--- config.mk ---
export PLATFORM = sky130hd
export DESIGN_NAME = fivebit_capture_flat
export DESIGN_NICKNAME = d
export VERILOG_FILES = /design/src/rtl/fivebit_capture_if.sv /design/src/rtl/fivebit_capture.sv /design/src/flat_wrapper.sv
export SDC_FILE = /design/constraint.sdc
export NUM_CORES = 1
export LEC_CHECK = 0
export CAP_MARGIN = 20
export CORE_UTILIZATION = 57
export CTS_BUF_LIST = sky130_fd_sc_hd__clkbuf_4
export DETAILED_ROUTE_END_ITERATION = 12
export HOLD_SLACK_MARGIN = 0.05
export PLACE_DENSITY = 0.85
export REMOVE_ABC_BUFFERS = 1
export SLEW_MARGIN = 15
export SYNTH_ARGS = -nofsm -noshare
export SYNTH_HDL_FRONTEND = slang
export SYNTH_SLANG_ARGS = --single-unit
--- constraint.sdc ---
create_clock -name clk -period 3.1 [get_ports clk]
set_clock_uncertainty 0.15 [all_clocks]
set_input_delay 0.465 -clock clk [delete_from_list [all_inputs] [get_ports clk]]
set_output_delay 0.465 -clock clk [all_outputs]
set_load 0.1 [all_outputs]
--- src/rtl/fivebit_capture_if.sv ---
`default_nettype none
// fivebit_capture_if: capture result handshake between the capture block and its consumer.
interface fivebit_capture_if #(
  parameter int WIDTH = 5
);
  logic [WIDTH-1:0] capture_out;
  logic             capture_valid;
  logic             capture_ack;

  modport master (
    output capture_out,
    output capture_valid,
    input  capture_ack
  );

  modport slave (
    input  capture_out,
    input  capture_valid,
    output capture_ack
  );
endinterface
`default_nettype wire

--- src/rtl/fivebit_capture.sv ---
`default_nettype none
// +--------------------------------------------------------------------------+
// | fivebit_capture: synchronised event input, interval capture via handshake |
// | rev 1.0                                                                   |
// +--------------------------------------------------------------------------+
module fivebit_capture #(
  parameter int WIDTH       = 5,
  parameter int SYNC_STAGES = 2
) (
  input  logic                  clk,
  input  logic                  rst,
  input  logic                  event_in,
  input  logic                  arm,
  input  logic                  disarm,
  fivebit_capture_if.master     cap,
  output logic                  overflow,
  output logic                  lost,
  output logic                  busy
);

  typedef enum logic [1:0] {
    IDLE       = 2'd0,
    WAIT_FIRST = 2'd1,
    MEASURE    = 2'd2
  } state_t;

  localparam logic [WIDTH-1:0] CNT_MAX = {WIDTH{1'b1}};
  localparam logic [WIDTH-1:0] CNT_ONE = {{(WIDTH-1){1'b0}}, 1'b1};

  state_t                 state_q, state_d;
  logic [SYNC_STAGES-1:0] sync_q, sync_d;
  logic                   hist_q, hist_d;
  logic [WIDTH-1:0]       count_q, count_d;
  logic [WIDTH-1:0]       cap_q, cap_d;
  logic                   valid_q, valid_d;
  logic                   ovf_q, ovf_d;
  logic                   lost_q, lost_d;
  logic                   ev;

  assign ev = sync_q[SYNC_STAGES-1] & ~hist_q;

  always_ff @(posedge clk or negedge rst) begin
    if (!rst) begin
      state_q <= IDLE;
      sync_q  <= '0;
      hist_q  <= 1'b0;
      count_q <= '0;
      cap_q   <= '0;
      valid_q <= 1'b0;
      ovf_q   <= 1'b0;
      lost_q  <= 1'b0;
    end else begin
      state_q <= state_d;
      sync_q  <= sync_d;
      hist_q  <= hist_d;
      count_q <= count_d;
      cap_q   <= cap_d;
      valid_q <= valid_d;
      ovf_q   <= ovf_d;
      lost_q  <= lost_d;
    end
  end

  always_comb begin
    sync_d  = {sync_q[SYNC_STAGES-2:0], event_in};
    hist_d  = sync_q[SYNC_STAGES-1];
    state_d = state_q;
    count_d = count_q;
    cap_d   = cap_q;
    valid_d = valid_q;
    ovf_d   = ovf_q;
    lost_d  = lost_q;

    if (valid_q && cap.capture_ack) begin
      valid_d = 1'b0;
    end

    // State commands take priority and swallow any coincident event.
    if (disarm) begin
      state_d = IDLE;
      count_d = '0;
    end else if (arm) begin
      state_d = WAIT_FIRST;
      count_d = '0;
      ovf_d   = 1'b0;
      lost_d  = 1'b0;
    end else begin
      case (state_q)
        WAIT_FIRST: begin
          if (ev) begin
            count_d = CNT_ONE;
            state_d = MEASURE;
          end
        end
        MEASURE: begin
          if (ev) begin
            cap_d   = count_q;
            valid_d = 1'b1;
            count_d = CNT_ONE;
            if (valid_q && !cap.capture_ack) begin
              lost_d = 1'b1;
            end
          end else if (count_q == CNT_MAX) begin
            ovf_d = 1'b1;
          end else begin
            count_d = count_q + CNT_ONE;
          end
        end
        default: begin
          count_d = '0;
        end
      endcase
    end
  end

  assign cap.capture_out   = cap_q;
  assign cap.capture_valid = valid_q;
  assign overflow          = ovf_q;
  assign lost              = lost_q;
  assign busy              = (state_q != IDLE);

endmodule
`default_nettype wire

--- src/flat_wrapper.sv ---
// flat-port wrapper written by rule: the top's interface ports become plain ports
module fivebit_capture_flat 
#(
  parameter int WIDTH       = 5,
  parameter int SYNC_STAGES = 2
)
  (clk, rst, event_in, arm, disarm, overflow, lost, busy, cap_capture_out, cap_capture_valid, cap_capture_ack);
  fivebit_capture_if #(.WIDTH(WIDTH)) cap_i ();
  input  logic clk;
  input  logic rst;
  input  logic event_in;
  input  logic arm;
  input  logic disarm;
  output logic overflow;
  output logic lost;
  output logic busy;
  output wire logic [$bits(cap_i.capture_out)-1:0] cap_capture_out;
  output wire logic [$bits(cap_i.capture_valid)-1:0] cap_capture_valid;
  input wire logic [$bits(cap_i.capture_ack)-1:0] cap_capture_ack;
  assign cap_capture_out = cap_i.capture_out;
  assign cap_capture_valid = cap_i.capture_valid;
  assign cap_i.capture_ack = cap_capture_ack;
  fivebit_capture #(.WIDTH(WIDTH), .SYNC_STAGES(SYNC_STAGES)) u_core (.clk(clk), .rst(rst), .event_in(event_in), .arm(arm), .disarm(disarm), .cap(cap_i), .overflow(overflow), .lost(lost), .busy(busy));
endmodule
-- After elaboration in Yosys (flattened, before gate mapping)
Cells that the tools add are included.
Widths: inputs -> output; s select.
- output and inout port bits: 9
- bits in read-only memories: 0
- flip-flop bits (word level): 18
- RAM bits: 0
- latch bits: 0
- word-level logic and storage cells: 57
- memories kept: 0
- magnitude comparators: 0
- eq/ne operators: 6
- muxes and demuxes: 23
- bitwise gates (word level): 4
- shift operators: 0
- add/subtract/negate cells: 1
- div/mod/pow operators: 0
- $mul: 0
- reductions and logical operators: 15
- operator list (operator ; number):
    $mux 5 ; 5
    $mux 1 ; 13
    $reduce_and 4->1 ; 3
    $pmux 5 s2 ; 1
    $reduce_bool 2->1 ; 5
    $mux 2 ; 4
    $reduce_bool 3->1 ; 2
    $add 5x1->5 const B ; 1
    $eq 5x5->1 const B ; 1
    $ne 5x4->1 const B ; 1
    $ne 4x3->1 const B ; 1
    $reduce_and 2->1 ; 2
    $not 1->1 ; 3
    $eq 2x1->1 const B ; 1
    $eq 2x2->1 const B ; 1
    $logic_and 1x1->1 ; 2
    $ne 2x2->1 const B ; 1
    $and 1x1->1 ; 1
    $logic_not 1->1 ; 1

-- Longest topological paths before layout
Gate-level depths: netlist of the first run.
- depth after elaboration: 6
- depth in mapped cells: 7
- mapped depth without buffers: 7

-- Least setup slack after synthesis of the first run
OpenSTA, ideal clock, no wires.
- kind: register to register
- start point: register u_core.count_q[0]
- end point: register u_core.count_q[3]
- clock period less this slack: 1.838 ns
- data arrival time: 1.611 ns
- setup time: 0.077 ns
- slack: 1.262 ns
- cell stages (with the launch flop): 8
- path buffers: 0
- path through: dfrtp_1 > ha_1 > and3_1 > ha_1 > nand4b_1 > nor4b_1 > a31oi_1 > a21oi_1
- cells in the longest elaborated chain, start to end: 6
- ends and longest elaborated chain (item ; line ; source):
    from (decl) ; fivebit_capture.sv:33 ; logic [WIDTH-1:0] count_q, count_d;
    from (signal assigned) ; fivebit_capture.sv:56 ; count_q <= count_d;
    $add 5x1->5 ; fivebit_capture.sv:106 ; count_d = count_q + CNT_ONE;
    $mux 5 ; fivebit_capture.sv:103 ; end else if (count_q == CNT_MAX) begin
    $mux 5 ; fivebit_capture.sv:96 ; if (ev) begin
    $pmux 5 s2 ; fivebit_capture.sv:88 ; case (state_q)
    $mux 5 ; fivebit_capture.sv:82 ; end else if (arm) begin
    $mux 5 ; fivebit_capture.sv:79 ; if (disarm) begin
Several ways; a longest one is shown, not always the timed one. The select of a mux whose other input is x is not followed.
A chain may end at the register's enable or synchronous reset.

-- Worst setup path in the final report of the first run
Same ends and word-level chain as after synthesis.

==> metrics, run 1 <==
die area=approximately 1700 sq um; worst reg-to-reg path cell count=7; overall routed net length=~1700 microns; n_diodes=0; PD cells=~400 nW/um^2; row count=13; Ys Warns=0; RSZ-0062 raised after global routing=false; clk_lat worst skew=approximately 0.30 ns; DRT Pass-1 Iters=4; Slew Viols, Final=0; Storage cell area=roughly 450 sq um; Core ar.=between 1000 and 1500 sq um; Max H-tree Level=1; initial antenna violation count=0; CP arrival=between 2 and 2.5 ns; layout cells sized above 1=0.2340; vias per inst=just under 6; Fin. Hold Viols=0; compound-cell area share of the yosys netlist=0.1103; total CTS buffers=3; CP Launch Type=flop; Synth Area per Inst=11.20 sq um; Final Power=about 0.4 mW; Final GP Congestion=0.8424; hold_buf cts=0; Worst-path clk slew=0.10 ns; xor/xnor share of the synthesized area=0; period utilisation layout=0.6739; number of global-route vias before repair=approximately 600; CTS root buf=clkbuf_4; final setup fails=0; mapped cell area=between 800 and 900 sq um; hold crit path type=reg2reg; synthesized flop and latch total=18; Final nets=roughly 110; GRT overflow=0; CP Capture Type=flop; most frequent cells in the layout=18 x dfrtp_1, 9 x buf_4, 7 x a21oi_1; largest net degree at the start of global routing=19; setup ws final=just over 1 ns; status=finished, final reports clean; hold path cells=0; final-layout fill cell count=94; worst slack at placement=1.004 ns; clk sinks=18; sequential fraction of the synthesis area=0.5225; CTS tree=built; Die X=40.89 microns; post_cts resized=0; Global Route Usage Sum=0.2523; Req. time, crit path=around 3.2 ns; DRC viols=0; initial DRC count=21; peak supply drop=between 0.3 and 0.4 mV; worst relative slew slack=0.4738; f_max=roughly 0.48 GHz; starting density of the core=0.6386; count of cell types in the netlist=27; Mapped Cells=77; Die Span Y=40.89 microns; critical path class=reg2reg; Port Buffer Count=14; max_cap viols=0; Layout area overhead=18.00%; commonest non-fill, non-tap cell in the layout=dfrtp_1; Post CTS Setup Buffer Count=0; main combinational cell family by area after synthesis=simple AND/OR/NAND/NOR gates; Synth Area in Adders=0.07257; routed vias=650; Worst Path Max Fanout=6; Leakage=between 0.4 and 0.5 nW; hpwl dp=about 1200 microns; global-route wire length before repair=around 2600 microns; DR WL/cell=roughly 15 microns; area taken by multi-input logic gates=between 300 and 400 sq um; clock period minus worst slack=approximately 2.1 ns; mux contribution to synthesized area=0.06531; Clock Tree Buf Depth=2; Final ANT Viol Nets=0; # IOs=15; Worst Tran Pin Value=roughly 0.79 ns; Simple-Gate Fraction of Synth Area=0.1988; post-route setup TNS=0 ns
## kinds of logic (layout without fill, tap and decap cells)
logic type | count (synthesis) | count (layout)
compound gates | 16 | 16
fa+ha+maj | 5 | 5
buf+inv | 6 | 23
flops | 18 | 18
mux | 5 | 5
simple gates | 27 | 27
## metrics by stage
step	instances	hold WS, ns	area [sq um]	utilization
after floorplan	76	0.01941	854.6	-
after global placement	105	0.1826	991.0	0.7340
after detailed placement	105	0.1871	991.0	0.7340
after CTS	109	0.2096	1017	0.7535
after global routing	109	0.2124	1017	0.7535
final	109	0.2087	1017	0.7535
## layout make-up
class,instances,area share
Clock inverter,1,0.003690
Inverter,5,0.01845
Tap cell,15,0.01845
Multi-Input combinational cell,53,0.3788
Timing Repair Buffer,14,0.1156
Sequential cell,18,0.4428
Clock buffer,3,0.02214
## synthesized netlist by cell type
cell       n  area share
dfrtp_1   18        0.52
a21oi_1    7       0.041
nand2_1    6       0.026
nor2_1     6       0.026
ha_1       5       0.073
inv_1      5       0.022
mux2_2     5       0.065
o21ai_0    3       0.017
a31oi_1    2       0.015
nand4_1    2       0.015
nor4b_1    2       0.020
a211oi_1   1      0.0087
a21o_1     1      0.0087
a21o_2     1       0.010
a221oi_1   1       0.010
and2b_2    1       0.010
and3_1     1      0.0073
buf_4      1      0.0087
nand2b_1   1      0.0073
nand2b_4   1       0.016
nand3b_1   1      0.0087
nand4b_1   1       0.010
nor2b_1    1      0.0073
nor3_1     1      0.0058
nor3_4     1       0.019
nor4_1     1      0.0073
or3_4      1       0.013
## routing by layer
layer,global-route usage,vias to the layer above,wire length [microns]
li1,-,307,-
met1,0.2711,312,761
met2,0.4102,25,773
met3,0.09783,6,110
met4,0.1583,0,34
met5,0,-,0
## worst max-delay path: stages, from the launching register on
cell and delay (ns):
dfrtp_1 0.45, ha_1 0.25, and3_1 0.17, ha_1 0.25, nand4b_1 0.22, nor4b_1 0.29
a31oi_1 0.07, a21oi_1 0.16
## final timing paths
| path | slack (ns) | from | to |
|---|---|---|---|
| setup / recovery | 1.01 | u_core.count_q[0] | u_core.count_q[3] |
| hold / removal | 0.21 | u_core.sync_q[0] | u_core.sync_q[1] |
| setup reg to reg | 1.01 | u_core.count_q[0] | u_core.count_q[3] |
| hold reg to reg | 0.21 | u_core.sync_q[0] | u_core.sync_q[1] |
| max in group asynchronous | 1.84 | rst | u_core.sync_q[0] |
| min in group asynchronous | 0.47 | rst | u_core.count_q[0] |
## report_power, final
group	switching [mW]	internal, mW
clock	0.0717	0.0470
sequential	0.00230	0.238
combinational	0.0281	0.0148
total	0.102	0.300
## registers in the layout, indices dropped and copies added (netlist names)
register,flops
u_core.cap.capture_valid,1
u_core.state_q,2
u_core.sync_q,2
u_core.cap.capture_out,5
u_core.lost,1
u_core.overflow,1
u_core.hist_q,1
u_core.count_q,5
(Power assumes the default switching activity.)
==> run 2, diff against run 1 <==
--- a/config.mk
+++ b/config.mk
@@ -6,11 +6,11 @@
 export NUM_CORES = 1
 export LEC_CHECK = 0
 export CAP_MARGIN = 20
-export CORE_UTILIZATION = 57
+export CORE_UTILIZATION = 53
 export CTS_BUF_LIST = sky130_fd_sc_hd__clkbuf_4
 export DETAILED_ROUTE_END_ITERATION = 12
 export HOLD_SLACK_MARGIN = 0.05
-export PLACE_DENSITY = 0.85
+export PLACE_DENSITY = 0.8
 export REMOVE_ABC_BUFFERS = 1
 export SLEW_MARGIN = 15
 export SYNTH_ARGS = -nofsm -noshare
==> constraint.sdc (replaced) <==
create_clock -name clk -period 2.2 [get_ports clk]
set_clock_uncertainty 0.15 [all_clocks]
set_input_delay 0.33 -clock clk [delete_from_list [all_inputs] [get_ports clk]]
set_output_delay 0.33 -clock clk [all_outputs]
set_load 0.1 [all_outputs]
==> metrics, run 2 (synthesis gave the netlist of run 1 again) <==
status=finished, final reports clean; Final ANT Viol Nets=0 (unchanged); placed cells=108 (+2.9%); Post CTS Setup Buffer Count=0 (unchanged); Fin. Hold Viols=0 (unchanged); number of global-route vias before repair=553 (-8.1%); clk_lat worst skew=0.28 ns (-0.02 ns); final setup fails=0 (unchanged); DR WL/cell=13.23 microns (-14%); post-route setup TNS=0 ns (unchanged); Clk pwr share=0.281 (-0.014); Slew Viols, Final=0 (unchanged); Comb pwr share=0.118 (+0.011); Port Buffer Count=14 (unchanged); Final nets=108 (+1.9%); die area=1792 sq um (+7.2%); commonest non-fill, non-tap cell in the layout=dfrtp_1; Layout area overhead=20.90%; starting density of the core=0.5723 (-0.06630); routed vias=612 (-5.8%); total CTS buffers=3 (unchanged); most frequent cells in the layout=18 x dfrtp_1, 10 x buf_4, 7 x a21oi_1; CTS root buf=clkbuf_4; Global Route Usage Sum=0.1899 (-0.06240); Worst-path clk slew=0.10 ns (about the same); placed cell areas=1020 sq um (+2.9%); hpwl dp=1112 microns (-8.2%); GRT overflow=0 (unchanged); initial antenna violation count=0 (unchanged); Clock Tree Buf Depth=2 (unchanged); Finished Layout Cells=111 (+1.8%); internal power=0.4257 mW (+42%); CTS tree=built; Switching Fraction=0.2447 (-0.009464); post-route cell area=1042 sq um (+2.5%); # IOs=15 (unchanged); post-layout util=0.6919 (-0.06161); DRT Pass-1 Iters=4 (unchanged); setup ws final=0.2096 ns (-0.8014 ns); Worst Path Max Fanout=6 (unchanged); largest net degree at the start of global routing=19 (unchanged); clk sinks=18 (unchanged); n_diodes=0 (unchanged); peak supply drop=0.4222 mV (+28%); CP Launch Type=flop; f_max=0.5024 GHz (+5.0%); global-route wire length before repair=2539 microns (-1.1%); Die Span Y=42.33 microns (+3.5%); post_cts resized=0 (unchanged); max_cap viols=0 (unchanged); Worst Tran Pin Value=0.3649 ns (-0.4220 ns); CP arrival=2.06 ns (-0.11 ns); CP Capture Type=flop; row count=14 (+1); layout cells sized above 1=0.2526 (+0.01859); hold_buf cts=0 (unchanged); critical path class=reg2reg; P_sw=0.1379 mW (+35%); worst relative slew slack=0.7568 (+0.2830); Seq pwr share=0.600 (+0.002); Final GP Congestion=0.7657 (-9.1%); PD cells=540.8 nW/um^2 (+37%); RSZ-0062 raised after global routing=false; hold crit path type=reg2reg; Core ar.=1506 sq um (+12%); vias per inst=5.514 (-7.5%); Max H-tree Level=1 (unchanged); Req. time, crit path=2.27 ns (-0.91 ns); Leakage=0.5080 nW (+2.4%); worst slack at placement=0.2337 ns (-0.7703 ns); DRC viols=0 (unchanged); initial DRC count=18 (-14%); final-layout fill cell count=116 (+23%); Die X=42.33 microns (+3.5%); overall routed net length=1469 microns (-13%); period utilisation layout=0.9047 (+0.2308); clock period minus worst slack=1.990 ns (-0.09864 ns)
[run 2: power groups by stage]
stage	Clock [mW]	Sequential, mW	Combinational (mW)
global route	0.178	0.339	0.0733
CTS	0.162	0.338	0.0676
global placement	0	0.345	0.0664
finish	0.159	0.338	0.0667
floorplan	0	0.345	0.0338
detailed placement	0	0.345	0.0672
[run 2: cell type report]
class	instances	area, sq um	area share
Tap cell	16	20.02	0.01921
Timing Repair Buffer	16	145.1	0.1393
Clock buffer	3	22.52	0.02161
Sequential cell	18	450.4	0.4322
Inverter	5	18.77	0.01801
Multi-Input combinational cell	53	385.4	0.3697
[run 2: critical path, stage by stage (launching register included)]
cell and delay (ns):
dfrtp_1 0.45, ha_1 0.24, and3_1 0.17, ha_1 0.23
nand4b_1 0.21, nor4b_1 0.26, a31oi_1 0.07, a21oi_1 0.15
[run 2: metal layers]
metal | vias to the layer above | global-route usage | share of wire
met1 | 284 | 0.2682 | 0.49
li1 | 314 | - | -
met5 | - | 0 | 0
met4 | 0 | 0.07500 | 0.0095
met3 | 2 | 0.03879 | 0.039
met2 | 12 | 0.2892 | 0.46
[run 2: per-stage QoR]
stage / hold WS (ns) / total power [mW]
finish: 0.2073 / 0.5636
CTS: 0.2094 / 0.5674
floorplan: -0.1156 / 0.3786
detailed placement: 0.1864 / 0.4122
global route: 0.2236 / 0.5905
global placement: 0.1904 / 0.4112
[run 2: final timing paths]
path                                    from                        end  slack [ns]  depth (start not counted)
min in group asynchronous                rst  u_core.cap.capture_out[2]        0.22                          2
max reg2reg                u_core.count_q[0]          u_core.count_q[3]        0.21                          7
max in group asynchronous                rst                u_core.lost        1.49                          2
min reg2reg                 u_core.sync_q[0]           u_core.sync_q[1]        0.21                          0
max                        u_core.count_q[0]          u_core.count_q[3]        0.21                          7
min                         u_core.sync_q[0]           u_core.sync_q[1]        0.21                          0
